==> src/rtl/bsg_zynq_axi_read_arbiter_if.sv <==
// AR/R bundle between the PL requesters, the read arbiter and the PS m00_axi port.
// The master modport is the arbiter view; slave is the requester/PS view.
interface bsg_zynq_axi_read_arbiter_if #(
    parameter int num_req_p    = 2,
    parameter int addr_width_p = 32,
    parameter int data_width_p = 32,
    parameter int len_width_p  = 4,
    parameter int id_width_p   = 6
);
    logic [num_req_p*addr_width_p-1:0] s_araddr_i;
    logic [num_req_p*len_width_p-1:0]  s_arlen_i;
    logic [num_req_p-1:0]              s_arvalid_i;
    logic [num_req_p-1:0]              s_arready_o;
    logic [data_width_p-1:0]           s_rdata_o;
    logic [1:0]                        s_rresp_o;
    logic                              s_rlast_o;
    logic [num_req_p-1:0]              s_rvalid_o;
    logic [num_req_p-1:0]              s_rready_i;

    logic [addr_width_p-1:0]           m_araddr_o;
    logic [len_width_p-1:0]            m_arlen_o;
    logic [id_width_p-1:0]             m_arid_o;
    logic                              m_arvalid_o;
    logic                              m_arready_i;
    logic [data_width_p-1:0]           m_rdata_i;
    logic [1:0]                        m_rresp_i;
    logic                              m_rlast_i;
    logic [id_width_p-1:0]             m_rid_i;
    logic                              m_rvalid_i;
    logic                              m_rready_o;

    modport master (
        input  s_araddr_i, s_arlen_i, s_arvalid_i, s_rready_i,
        input  m_arready_i, m_rdata_i, m_rresp_i, m_rlast_i,
        input  m_rid_i, m_rvalid_i,
        output s_arready_o, s_rdata_o, s_rresp_o, s_rlast_o, s_rvalid_o,
        output m_araddr_o, m_arlen_o, m_arid_o, m_arvalid_o, m_rready_o
    );

    modport slave (
        output s_araddr_i, s_arlen_i, s_arvalid_i, s_rready_i,
        output m_arready_i, m_rdata_i, m_rresp_i, m_rlast_i,
        output m_rid_i, m_rvalid_i,
        input  s_arready_o, s_rdata_o, s_rresp_o, s_rlast_o, s_rvalid_o,
        input  m_araddr_o, m_arlen_o, m_arid_o, m_arvalid_o, m_rready_o
    );
endinterface

==> src/rtl/bsg_zynq_axi_read_arbiter.sv <==
// Round-robin AXI3 read arbiter: one fixed ARID, in-order R beats routed
// back to their owner through a grant-order FIFO.
module bsg_zynq_axi_read_arbiter #(
    parameter int num_req_p    = 2,
    parameter int addr_width_p = 32,
    parameter int data_width_p = 32,
    parameter int len_width_p  = 4,
    parameter int id_width_p   = 6,
    parameter int els_p        = 4,
    parameter int id_p         = 0
) (
    input  logic aclk,
    input  logic areset,
    bsg_zynq_axi_read_arbiter_if.master bus
);

    localparam int req_w_lp = $clog2(num_req_p);
    localparam int ptr_w_lp = (els_p > 1) ? $clog2(els_p) : 1;
    localparam int cnt_w_lp = $clog2(els_p + 1);

    typedef logic [req_w_lp-1:0] req_t;
    typedef logic [ptr_w_lp-1:0] ptr_t;
    typedef logic [cnt_w_lp-1:0] cnt_t;

    localparam req_t last_req_lp  = req_t'(num_req_p - 1);
    localparam ptr_t last_slot_lp = ptr_t'(els_p - 1);
    localparam cnt_t full_cnt_lp  = cnt_t'(els_p);

    typedef enum logic {
        IDLE,
        HOLD
    } state_e;

    state_e state_q, state_d;
    req_t   gnt_q, gnt_d;
    req_t   prio_q;
    req_t   pick, sel;
    logic   found;
    logic   ar_v, ar_hs;

    req_t   fifo_mem [els_p];
    ptr_t   wr_q, rd_q;
    cnt_t   cnt_q;
    req_t   head;
    logic   full, empty;
    logic   push, pop;
    logic   rready;

    logic [addr_width_p-1:0] addr_a [num_req_p];
    logic [len_width_p-1:0]  len_a  [num_req_p];

    always_comb begin
        for (int i = 0; i < num_req_p; i++) begin
            addr_a[i] = bus.s_araddr_i[i*addr_width_p +: addr_width_p];
            len_a[i]  = bus.s_arlen_i[i*len_width_p +: len_width_p];
        end
    end

    // Scan downward so the requester nearest the pointer is the last writer.
    always_comb begin
        int j;
        pick  = prio_q;
        found = 1'b0;
        for (int i = num_req_p - 1; i >= 0; i--) begin
            j = int'(prio_q) + i;
            if (j >= num_req_p) j = j - num_req_p;
            if (bus.s_arvalid_i[j]) begin
                pick  = req_t'(j);
                found = 1'b1;
            end
        end
    end

    assign full  = (cnt_q == full_cnt_lp);
    assign empty = (cnt_q == '0);

    always_comb begin
        state_d = state_q;
        gnt_d   = gnt_q;
        sel     = pick;
        ar_v    = 1'b0;
        unique case (state_q)
            IDLE: begin
                if (!full && found) begin
                    ar_v = 1'b1;
                    if (!bus.m_arready_i) begin
                        state_d = HOLD;
                        gnt_d   = pick;
                    end
                end
            end
            HOLD: begin
                sel  = gnt_q;
                ar_v = 1'b1;
                if (bus.m_arready_i) state_d = IDLE;
            end
            default: state_d = IDLE;
        endcase
        if (areset) ar_v = 1'b0;
    end

    assign ar_hs = ar_v & bus.m_arready_i;
    assign push  = ar_hs;

    assign bus.m_arvalid_o = ar_v;
    assign bus.m_araddr_o  = addr_a[sel];
    assign bus.m_arlen_o   = len_a[sel];
    assign bus.m_arid_o    = id_width_p'(id_p);

    always_comb begin
        bus.s_arready_o      = '0;
        bus.s_arready_o[sel] = ar_hs;
    end

    assign head   = fifo_mem[rd_q];
    assign rready = !empty & bus.s_rready_i[head];
    assign pop    = bus.m_rvalid_i & rready & bus.m_rlast_i;

    assign bus.m_rready_o = rready;
    assign bus.s_rdata_o  = bus.m_rdata_i;
    assign bus.s_rresp_o  = bus.m_rresp_i;
    assign bus.s_rlast_o  = bus.m_rlast_i;

    always_comb begin
        bus.s_rvalid_o       = '0;
        bus.s_rvalid_o[head] = !empty & bus.m_rvalid_i;
    end

    always_ff @(posedge aclk or posedge areset) begin
        if (areset) begin
            state_q <= IDLE;
            gnt_q   <= '0;
            prio_q  <= '0;
        end else begin
            state_q <= state_d;
            gnt_q   <= gnt_d;
            if (ar_hs) prio_q <= (sel == last_req_lp) ? '0 : sel + 1'b1;
        end
    end

    always_ff @(posedge aclk or posedge areset) begin
        if (areset) begin
            wr_q  <= '0;
            rd_q  <= '0;
            cnt_q <= '0;
        end else begin
            if (push) wr_q <= (wr_q == last_slot_lp) ? '0 : wr_q + 1'b1;
            if (pop)  rd_q <= (rd_q == last_slot_lp) ? '0 : rd_q + 1'b1;
            if (push && !pop)      cnt_q <= cnt_q + 1'b1;
            else if (pop && !push) cnt_q <= cnt_q - 1'b1;
        end
    end

    always_ff @(posedge aclk) begin
        if (push) fifo_mem[wr_q] <= sel;
    end

    // Beats with no owner or a foreign id mean the slave side is misbehaving.
    r_beat_owned: assert property (@(posedge aclk) disable iff (areset)
        !(bus.m_rvalid_i && empty));

    r_id_fixed: assert property (@(posedge aclk) disable iff (areset)
        !(bus.m_rvalid_i && (bus.m_rid_i != id_width_p'(id_p))));

endmodule

==> src/flat_wrapper.sv <==
// flat-port wrapper written by rule: the top's interface ports become plain ports
module bsg_zynq_axi_read_arbiter_flat 
#(
    parameter int num_req_p    = 2,
    parameter int addr_width_p = 32,
    parameter int data_width_p = 32,
    parameter int len_width_p  = 4,
    parameter int id_width_p   = 6,
    parameter int els_p        = 4,
    parameter int id_p         = 0
)
  (aclk, areset, bus_s_araddr_i, bus_s_arlen_i, bus_s_arvalid_i, bus_s_rready_i, bus_m_arready_i, bus_m_rdata_i, bus_m_rresp_i, bus_m_rlast_i, bus_m_rid_i, bus_m_rvalid_i, bus_s_arready_o, bus_s_rdata_o, bus_s_rresp_o, bus_s_rlast_o, bus_s_rvalid_o, bus_m_araddr_o, bus_m_arlen_o, bus_m_arid_o, bus_m_arvalid_o, bus_m_rready_o);
  bsg_zynq_axi_read_arbiter_if #(.num_req_p(num_req_p), .addr_width_p(addr_width_p), .data_width_p(data_width_p), .len_width_p(len_width_p), .id_width_p(id_width_p)) bus_i ();
  input  logic aclk;
  input  logic areset;
  input wire logic [$bits(bus_i.s_araddr_i)-1:0] bus_s_araddr_i;
  input wire logic [$bits(bus_i.s_arlen_i)-1:0] bus_s_arlen_i;
  input wire logic [$bits(bus_i.s_arvalid_i)-1:0] bus_s_arvalid_i;
  input wire logic [$bits(bus_i.s_rready_i)-1:0] bus_s_rready_i;
  input wire logic [$bits(bus_i.m_arready_i)-1:0] bus_m_arready_i;
  input wire logic [$bits(bus_i.m_rdata_i)-1:0] bus_m_rdata_i;
  input wire logic [$bits(bus_i.m_rresp_i)-1:0] bus_m_rresp_i;
  input wire logic [$bits(bus_i.m_rlast_i)-1:0] bus_m_rlast_i;
  input wire logic [$bits(bus_i.m_rid_i)-1:0] bus_m_rid_i;
  input wire logic [$bits(bus_i.m_rvalid_i)-1:0] bus_m_rvalid_i;
  output wire logic [$bits(bus_i.s_arready_o)-1:0] bus_s_arready_o;
  output wire logic [$bits(bus_i.s_rdata_o)-1:0] bus_s_rdata_o;
  output wire logic [$bits(bus_i.s_rresp_o)-1:0] bus_s_rresp_o;
  output wire logic [$bits(bus_i.s_rlast_o)-1:0] bus_s_rlast_o;
  output wire logic [$bits(bus_i.s_rvalid_o)-1:0] bus_s_rvalid_o;
  output wire logic [$bits(bus_i.m_araddr_o)-1:0] bus_m_araddr_o;
  output wire logic [$bits(bus_i.m_arlen_o)-1:0] bus_m_arlen_o;
  output wire logic [$bits(bus_i.m_arid_o)-1:0] bus_m_arid_o;
  output wire logic [$bits(bus_i.m_arvalid_o)-1:0] bus_m_arvalid_o;
  output wire logic [$bits(bus_i.m_rready_o)-1:0] bus_m_rready_o;
  assign bus_i.s_araddr_i = bus_s_araddr_i;
  assign bus_i.s_arlen_i = bus_s_arlen_i;
  assign bus_i.s_arvalid_i = bus_s_arvalid_i;
  assign bus_i.s_rready_i = bus_s_rready_i;
  assign bus_i.m_arready_i = bus_m_arready_i;
  assign bus_i.m_rdata_i = bus_m_rdata_i;
  assign bus_i.m_rresp_i = bus_m_rresp_i;
  assign bus_i.m_rlast_i = bus_m_rlast_i;
  assign bus_i.m_rid_i = bus_m_rid_i;
  assign bus_i.m_rvalid_i = bus_m_rvalid_i;
  assign bus_s_arready_o = bus_i.s_arready_o;
  assign bus_s_rdata_o = bus_i.s_rdata_o;
  assign bus_s_rresp_o = bus_i.s_rresp_o;
  assign bus_s_rlast_o = bus_i.s_rlast_o;
  assign bus_s_rvalid_o = bus_i.s_rvalid_o;
  assign bus_m_araddr_o = bus_i.m_araddr_o;
  assign bus_m_arlen_o = bus_i.m_arlen_o;
  assign bus_m_arid_o = bus_i.m_arid_o;
  assign bus_m_arvalid_o = bus_i.m_arvalid_o;
  assign bus_m_rready_o = bus_i.m_rready_o;
  bsg_zynq_axi_read_arbiter #(.num_req_p(num_req_p), .addr_width_p(addr_width_p), .data_width_p(data_width_p), .len_width_p(len_width_p), .id_width_p(id_width_p), .els_p(els_p), .id_p(id_p)) u_core (.aclk(aclk), .areset(areset), .bus(bus_i));
endmodule
==> config.mk <==
export PLATFORM = sky130hd
export DESIGN_NAME = bsg_zynq_axi_read_arbiter_flat
export DESIGN_NICKNAME = d
export VERILOG_FILES = /design/src/rtl/bsg_zynq_axi_read_arbiter_if.sv /design/src/rtl/bsg_zynq_axi_read_arbiter.sv /design/src/flat_wrapper.sv
export SDC_FILE = /design/constraint.sdc
export NUM_CORES = 1
export LEC_CHECK = 0
export CAP_MARGIN = 20
export CELL_PAD_IN_SITES_DETAIL_PLACEMENT = 0
export CELL_PAD_IN_SITES_GLOBAL_PLACEMENT = 1
export CORE_AREA = 2 2 79 81
export CTS_CLUSTER_SIZE = 16
export DETAILED_ROUTE_END_ITERATION = 16
export DIE_AREA = 0 0 81 83
export DONT_BUFFER_PORTS = 1
export GPL_TIMING_DRIVEN = 0
export PLACE_DENSITY = 0.57
export SETUP_SLACK_MARGIN = 0.3
export SYNTH_ARGS = -nofsm -noshare
export SYNTH_HDL_FRONTEND = slang
export SYNTH_SLANG_ARGS = --single-unit
==> constraint.sdc <==
create_clock -name aclk -period 2.6 [get_ports aclk]
set_input_delay 0.26 -clock aclk [delete_from_list [all_inputs] [get_ports aclk]]
set_output_delay 0.26 -clock aclk [all_outputs]
set_load 0.01 [all_outputs]
## After elaboration in Yosys (flattened, before gate mapping)

Memory sizes are Yosys's and may differ from the RTL's.
Index checks and enable logic that the tools add are counted.

- Output and inout bits: 83
- Bits in writable memories: 4
- Memories: 1
- Flip-flop bits (word level): 10
- Input bits: 121

Memory list:

| name | words | bits a word | rd ports | clocked after memory_dff | wr ports | line | text |
|---|---|---|---|---|---|---|---|
| u_core.fifo_mem | 4 | 1 | 1 | 0 | 1 | bsg_zynq_axi_read_arbiter.sv:41 | `req_t fifo_mem [els_p];` |

- Equality and inequality tests: 3
- Order comparisons: 9
- Bitwise gates (word level): 10
- Mux-type cells: 38
- $add $sub $neg: 8
- Reductions and logical operators: 12

Operators by type and width:

| operator | number |
|---|---|
| 32-bit two-way mux | 5 |
| 32-bit by 3-bit < comparator with 1-bit output, second input constant | 2 |
| 32-bit by 3-bit greater-or-equal comparator with 1-bit output, second input constant | 1 |
| 32-bit by 3-bit subtractor with 32-bit output, second input constant | 1 |
| 1-bit two-way mux | 22 |
| 4-bit two-way mux | 3 |
| 3-bit two-way mux | 2 |
| 1-bit bitwise AND | 5 |
| 1-bit logical AND | 5 |
| 2-bit by 1-bit adder with 2-bit output, second input constant | 2 |
| 2-bit bitwise AND | 2 |
| 2-bit == test, second input constant | 2 |
| 1-bit logical NOT | 4 |
| 1-bit by 2-bit < comparator with 1-bit output, second input constant | 2 |
| 2-bit two-way mux | 2 |
| 1-bit case mux with 2 select lines | 2 |
| 3-bit by 1-bit adder with 3-bit output, second input constant | 1 |
| 3-bit == test, second input constant | 1 |
| 3-bit logical NOT | 1 |
| 3-bit AND reduction | 1 |
| 1-bit by 2-bit subtractor with 3-bit output, second input constant | 1 |
| 3-bit by 1-bit subtractor with 3-bit output, second input constant | 1 |
| 1-bit by 1-bit adder with 2-bit output, second input constant | 1 |
| 1-bit demux with 1-bit select | 2 |
| 7 further kinds | 9 |

## Depth between registers and ports, before layout

Gate-level depths: netlist of the first run.

- Depth after elaboration: 17
- Depth in mapped cells: 10
- Depth with buffers taken out: 10

## Worst setup path before layout of the first run

OpenSTA, ideal clock, no wires.

- Path kind: flip-flop to flip-flop
- From: register u_core.rd_q[0]
- To: register u_core.cnt_q[1]
- Path buffers: 0
- Setup slack: 176 ps
- Clock period less this slack: 2424 ps
- Arrival time: 2299 ps
- Data required time: 2475 ps
- Cell stages (with the launch flop): 9
- Cells stage by stage: dfrtp_1 -> mux4_2 -> mux2i_1 -> nor3b_2 -> inv_1 -> ha_1 -> inv_1 -> fa_1 -> mux2_2

- Longest elaborated chain between the ends: 9
- Elaborated cells between the ends (all ways): 11

Ends and longest elaborated chain:

| element | line | text |
|---|---|---|
| start, declared | bsg_zynq_axi_read_arbiter.sv:42 | `ptr_t wr_q, rd_q;` |
| start signal, assigned | bsg_zynq_axi_read_arbiter.sv:148 | `if (pop) rd_q <= (rd_q == last_slot_lp) ? '0 : rd_q + 1'b1;` |
| memory 4 x 1 bit (*) | - |  |
| 1-bit two-way mux (implied by the code) (*) (2 in a row) | bsg_zynq_axi_read_arbiter.sv:116 | `assign rready = !empty & bus.s_rready_i[head];` |
| 1-bit bitwise AND (*) | bsg_zynq_axi_read_arbiter.sv:116 |  |
| 1-bit bitwise AND (*) (2 in a row) | bsg_zynq_axi_read_arbiter.sv:117 | `assign pop = bus.m_rvalid_i & rready & bus.m_rlast_i;` |
| 1-bit logical NOT | bsg_zynq_axi_read_arbiter.sv:149 | `if (push && !pop) cnt_q <= cnt_q + 1'b1;` |
| 1-bit logical AND | bsg_zynq_axi_read_arbiter.sv:149 |  |
| 3-bit two-way mux / 2-bit nonzero test (equally long branches) | - |  |
| end signal, assigned | bsg_zynq_axi_read_arbiter.sv:149 |  |
| end signal, assigned | bsg_zynq_axi_read_arbiter.sv:150 | `else if (pop && !push) cnt_q <= cnt_q - 1'b1;` |
| end, declared | bsg_zynq_axi_read_arbiter.sv:43 | `cnt_t cnt_q;` |

Mark *: on every way between the ends. The rest lies on a longest branch, timed or not. The select of a mux whose other input is x is not followed.
A chain may end at the register's enable or synchronous reset.

## Worst setup path in the final report of the first run

Same ends and word-level chain as after synthesis.

==> qor.csv, run 1 <==
metric,value,unit
wire_per_inst,17.4,um
gp_congestion,0.691,
cts.sinks,14,
dpl.cell_count,229,
drc,0,
max-clock-path-buffers,2,
period_share,92.0,%
ys_ff_latch,14,
powerDensity,848,nW/um^2
status,finished clean,
coreArea,5820,um^2
final_hold_viol_count,0,
drt_iter0_markers,17,
setup_violations,0,
num_vias,1081,
yosysSeqAreaShare,24.0,%
ys_warn_count,0,
synth.cell_area,1540,um^2
final_cells,240,
seq_area,370,um^2
fillers,620,
antenna_left,0,
grt_usage,11.4,%
drv_cap,0,
leakagePower,0.793,nW
critPathCaptureType,register,
grt_overflow,0,
area_growth,15.2,%
die_h,83,um
hp-class,in -> reg,
yosysUniqueCellTypes,27,
cts_tree,yes,
start_kind,register,
drtPass1Iterations,4,
avgViaCountPerCell,4.50,
tightest_slew,0.585,ns
clk-insertion-delay-late,0.24,ns
clock-skew-final,0.00154,ns
drv_slew,0,
grt_pass1_vias,1142,
fin_crit,2.39,ns
wl,4180,um
cts.htree.levels,1,
nets,294,
cts_made_buffers,3,
die_area,6720,um^2
grt_start_max_net_pins,11,
ir_drop,0.000264,V
netlist_instances,149,
antenna_found_initial,0,
io_pins,204,
tns,0,ns
required,2.72,ns
grt_pass1_wl,5940,um
critPathMaxFanout,2,
clockRootBuffer,clkbuf_8,
initial_core_util,26.5,%
num_rows,28,
fmax,418,MHz
dp_hpwl,3780,um
maxSlewHeadroom,60.5,%
worstSetupPathType,reg -> reg,
antenna_cells,0,
multi_input_area,846,um^2
fp.dieW,81,um
cp.arrival,2.52,ns
drive_above_1_share,61.8,%
port_buffers,0,
grt_setup_unrepaired,true,
syn_area_per_cell,10.4,um^2
clk_pin_slew,0.05,ns
-- worst max-delay path, stage by stage (launching register included) --
cell and delay [ns]:
dfrtp_1 0.36, mux4_2 0.54, mux2i_2 0.18, nor3b_2 0.20, inv_1 0.07, ha_2 0.19, inv_2 0.06, fa_2 0.41
mux2_2 0.27
-- synth_stat cells, drive strengths merged --
cell type | instances | share of area, %
a21oi | 1 | 0.32
a32o | 1 | 0.65
and2 | 4 | 1.6
and3 | 1 | 0.41
buf | 45 | 22
conb | 1 | 0.24
dfrtp | 10 | 16
edfxtp | 4 | 7.8
fa | 1 | 1.3
ha | 6 | 4.9
inv | 8 | 1.9
maj3 | 1 | 0.65
mux2 | 42 | 31
mux2i | 2 | 1.3
mux4 | 1 | 1.5
nand2 | 1 | 0.24
nand2b | 2 | 0.81
nor2 | 8 | 1.9
nor3 | 1 | 0.32
nor3b | 3 | 2.1
nor4b | 1 | 0.57
or2 | 1 | 0.41
or3b | 1 | 0.57
xnor2 | 1 | 0.57
xor2 | 2 | 1.1
-- report_power, final --
group	total, mW	switching, mW	leakage, nW	internal (mW)
Clock	0.174	0.0701	0.0231	0.104
Sequential	0.396	0.0761	0.155	0.320
Combinational	0.938	0.455	0.615	0.483
-- final timing paths --
kind / startpoint / end / slack, ns / depth (start not counted)
max in group asynchronous: areset / u_core.cnt_q[2] / 1.86 / 2
worst min-delay path: bus_m_arready_i / u_core.state_q / 0.08 / 1
worst max-delay path: u_core.rd_q[0] / u_core.cnt_q[1] / 0.21 / 8
worst max register to register: u_core.rd_q[0] / u_core.cnt_q[1] / 0.21 / 8
worst min register to register: u_core.cnt_q[2] / u_core.cnt_q[2] / 0.50 / 1
min in group asynchronous: areset / u_core.wr_q[1] / 0.45 / 2
-- registers in the layout (all words and copies together) (netlist names) --
name,cells
u_core.cnt_q,3
u_core.fifo_mem,4
u_core.gnt_q,1
u_core.prio_q,1
u_core.rd_q,2
u_core.state_q,1
u_core.wr_q,2
-- cell usage in the layout (no fill, tap or decap), types with 3 or more instances in the layout --
cell,netlist,layout
buf_4,45,51
mux2_2,38,38
dfrtp_1,10,10
nor2_1,8,8
inv_1,8,7
conb_1,1,6
ha_1,6,5
mux2_1,4,4
and2_1,4,4
edfxtp_1,4,4
clkbuf_8,0,3
-- cells by family (layout without fill, tap and decap cells) --
kind of cell / after synthesis / after routing / share of synthesized area, %
XOR/XNOR: 3 / 3 / 1.70
flip-flops: 14 / 14 / 24.0
adder cells (fa/ha/maj): 8 / 8 / 6.81
other: 1 / 6 / 0.243
buffers and inverters: 53 / 64 / 23.8
AO/OA/AOI/OAI: 2 / 2 / 0.973
AND/OR/NAND/NOR: 23 / 23 / 9.00
multiplexers: 45 / 45 / 33.4
-- area by class of cell --
| cell class | instances | area share [%] |
|---|---|---|
| flip-flops and latches | 14 | 20.8 |
| clock buffers | 3 | 2.32 |
| multi-input cells | 87 | 47.6 |
| inverters | 8 | 1.69 |
| plain buffers | 45 | 19.0 |
| clock inverters | 1 | 0.211 |
| well taps | 75 | 5.28 |
| repair buffers | 7 | 3.10 |
-- routing by layer --
layer / part of all wire, % / global-route usage [%] / up-vias
li1: - / - / 487
met1: 32 / 11.1 / 506
met5: 0 / 0 / -
met2: 58 / 23.1 / 84
met4: 0.96 / 3.24 / 0
met3: 9.0 / 2.07 / 4
-- through the flow --
step           worst slack, ns  cell area (um^2)  util (%)  hold WS (ns)  power [mW]
5_1_grt                 0.0950              1780      30.6        0.0865        1.63
2_1_floorplan            0.214              1560         -         0.100        1.15
3_5_place_dp            0.0187              1660      28.5         0.157        1.30
6_report                 0.207              1780      30.6        0.0813        1.51
4_1_cts                  0.155              1770      30.4        0.0792        1.53
3_3_place_gp             0.106              1660      28.5         0.152        1.27
-- what timing repair did --
action	CTS	global route
resized for setup	5	1
setup buffers	5	1
hold buffers	1	0
endpoints found under the hold margin	10	0
setup endpoints to repair	2	38
pin swaps	3	2
No activity file was read; power rests on OpenSTA's default activity.
==> inputs of run 2 (changes only) <==
--- a/config.mk
+++ b/config.mk
@@ -14,7 +14,7 @@
 export DIE_AREA = 0 0 81 83
 export DONT_BUFFER_PORTS = 1
 export GPL_TIMING_DRIVEN = 0
-export PLACE_DENSITY = 0.57
+export PLACE_DENSITY = 0.55
 export SETUP_SLACK_MARGIN = 0.3
 export SYNTH_ARGS = -nofsm -noshare
 export SYNTH_HDL_FRONTEND = slang
==> constraint.sdc (replaced) <==
create_clock -name aclk -period 2.9 [get_ports aclk]
set_input_delay 0.29 -clock aclk [delete_from_list [all_inputs] [get_ports aclk]]
set_output_delay 0.29 -clock aclk [all_outputs]
set_load 0.01 [all_outputs]
==> run 2 against run 1 <==
Sequential power fell by 10%. Non-clock buffer count did not move. Combinational power fell by 11%. Sequential share of layout area increased by 0.088 points. Critical path type unchanged. Die area is the same. Largest power group unchanged. Cell count did not move. Design area fell by 0.42%. Global-route usage fell by 0.45 points. Register-to-register slack gained 0.23 ns. Power shrank 10%. Critical endpoint unchanged. Critical path depth unchanged. First-iteration DRC count increased by 76%.
==> qor.csv, run 2 (synthesis gave the netlist of run 1 again) <==
metric,value,unit,change
fp.dieW,81,um,unchanged
clk_pin_slew,0.06,ns,about the same
setup_violations,0,,unchanged
power_switching,546,uW,-9.1%
drc,0,,unchanged
power_frac_seq,26.3,%,about the same
drive_above_1_share,60.6,%,-1.2 points
grt_overflow,0,,unchanged
required,3.02,ns,+0.30 ns
clock-skew-final,0.00261,ns,+0.00107 ns
final_hold_viol_count,0,,unchanged
antenna_cells,0,,unchanged
holdWs,0.107,ns,+0.0257 ns
port_buffers,0,,unchanged
drtPass1Iterations,4,,unchanged
num_vias,1084,,+0.28%
wl,4040,um,-3.4%
avgViaCountPerCell,4.52,,+0.28%
period_share,84.8,%,-7.2 points
critPathMaxFanout,2,,unchanged
final_cells,240,,unchanged
rr_startpoint,u_core.rd_q[0],,
max-clock-path-buffers,2,,unchanged
initial_core_util,26.5,%,unchanged
clockRootBuffer,clkbuf_8,,
nets,294,,unchanged
drv_cap,0,,unchanged
cts_tree,yes,,
largest_register_ffs,4,,unchanged
io_pins,204,,unchanged
cts.htree.levels,1,,unchanged
hold_depth,1,,unchanged
cp.arrival,2.58,ns,+0.06 ns
worstSetupPathType,reg -> reg,,
die_area,6720,um^2,unchanged
fmax,407,MHz,-2.7%
drt_iter0_markers,30,,+13
hold_start,bus_m_arready_i,,
post-route-util,30.4,%,-0.13 points
status,finished clean,,
antenna_left,0,,unchanged
p_int,808,uW,-11%
maxSlewHeadroom,55.5,%,-4.9 points
reg2reg_slack,0.44,ns,+0.23 ns
startpoint,u_core.rd_q[0],,
comb_power_share,61.7,%,-0.5 points
fin_crit,2.46,ns,+0.0660 ns
dpl.cell_count,229,,unchanged
regMostFlops,u_core.fifo_mem,,
wire_per_inst,16.8,um,-3.4%
die_h,83,um,unchanged
critPathCaptureType,register,,
clkPwrFrac,12.1,%,+0.5 points
grt_setup_unrepaired,false,,
gp_congestion,0.708,,+2.5%
cts.sinks,14,,unchanged
critPathCapture,u_core.cnt_q[1],,
area_growth,14.8,%,
coreArea,5820,um^2,unchanged
tightest_slew,0.658,ns,+0.0730 ns
grt_usage,10.9,%,-0.45 points
antenna_found_initial,0,,unchanged
final_common_cell,buf_4,,
r2r-end,u_core.cnt_q[1],,
leakagePower,0.794,nW,+0.12%
drv_slew,0,,unchanged
start_kind,register,,
clk-insertion-delay-late,0.24,ns,about the same
tns,0,ns,unchanged
reg.largest.list,"u_core.fifo_mem: 4 flops, u_core.cnt_q: 3 flops",,
num_rows,28,,unchanged
dp_hpwl,3590,um,-5.1%
powerDensity,765,nW/um^2,-9.8%
swShare,40.3,%,+0.46 points
cts_made_buffers,3,,unchanged
ir_drop,0.000172,V,-35%
hp-class,in -> reg,,
grt_pass1_wl,5760,um,-3.0%
worstRegToRegCells,8,,unchanged
grt_pass1_vias,1127,,-1.3%
final_cell_mix,"buf_4, mux2_2, dfrtp_1, nor2_1, inv_1",,
grt_start_max_net_pins,11,,unchanged
-- run 2: worst min path at each step --
stage                                 end  slack [ns]
after floorplan           u_core.cnt_q[0]        0.13
after global placement       u_core.gnt_q        0.19
after detailed placement     u_core.gnt_q        0.20
after CTS                  u_core.state_q        0.10
after global routing       u_core.state_q        0.10
final                      u_core.state_q        0.11
-- run 2: timing repair --
item	in CTS	in global routing
hold endpoints to repair	10	0
endpoints found under the setup margin	2	2
resized for setup	2	3
pin swaps	0	4
hold buffers	1	0
buffers inserted	1	5
-- run 2: metal layers --
| layer | wire, um | track usage [%] | share of wire (%) |
|---|---|---|---|
| met1 | 1190 | 10.1 | 29 |
| met2 | 2390 | 22.5 | 59 |
| met3 | 419 | 2.07 | 10 |
| met4 | 42 | 3.70 | 1.0 |
| met5 | 0 | 0 | 0 |
-- run 2: final cells by class --
class,count,area [um^2]
fillers,597,4050
plain buffers,45,338
well taps,75,93.8
flip-flops and latches,14,370
clock buffers,4,45.0
repair buffers,7,55.1
multi-input cells,87,838
inverters,8,30.0
-- run 2: worst max-delay path: stages (launching register included) --
cell     delay (ns)
dfrtp_1        0.37
mux4_2         0.55
mux2i_2        0.19
nor3b_2        0.22
inv_1          0.08
ha_2           0.20
inv_2          0.05
fa_2           0.41
mux2_2         0.27
-- run 2: per-stage QoR --
step | cell area (um^2) | worst slack (ns) | total power [mW]
global route | 1770 | 0.301 | 1.47
CTS | 1730 | 0.303 | 1.35
floorplan | 1560 | 0.476 | 1.03
detailed placement | 1660 | 0.271 | 1.16
global placement | 1660 | 0.341 | 1.13
finish | 1770 | 0.441 | 1.35
-- run 2: power by group through the flow --
stage          registers (mW)  clock network, mW  logic (mW)
2_1_floorplan           0.342                  0       0.689
3_5_place_dp            0.360                  0       0.801
5_1_grt                 0.367              0.180       0.918
6_report                0.356              0.163       0.835
3_3_place_gp            0.351                  0       0.779
4_1_cts                 0.353              0.167       0.827
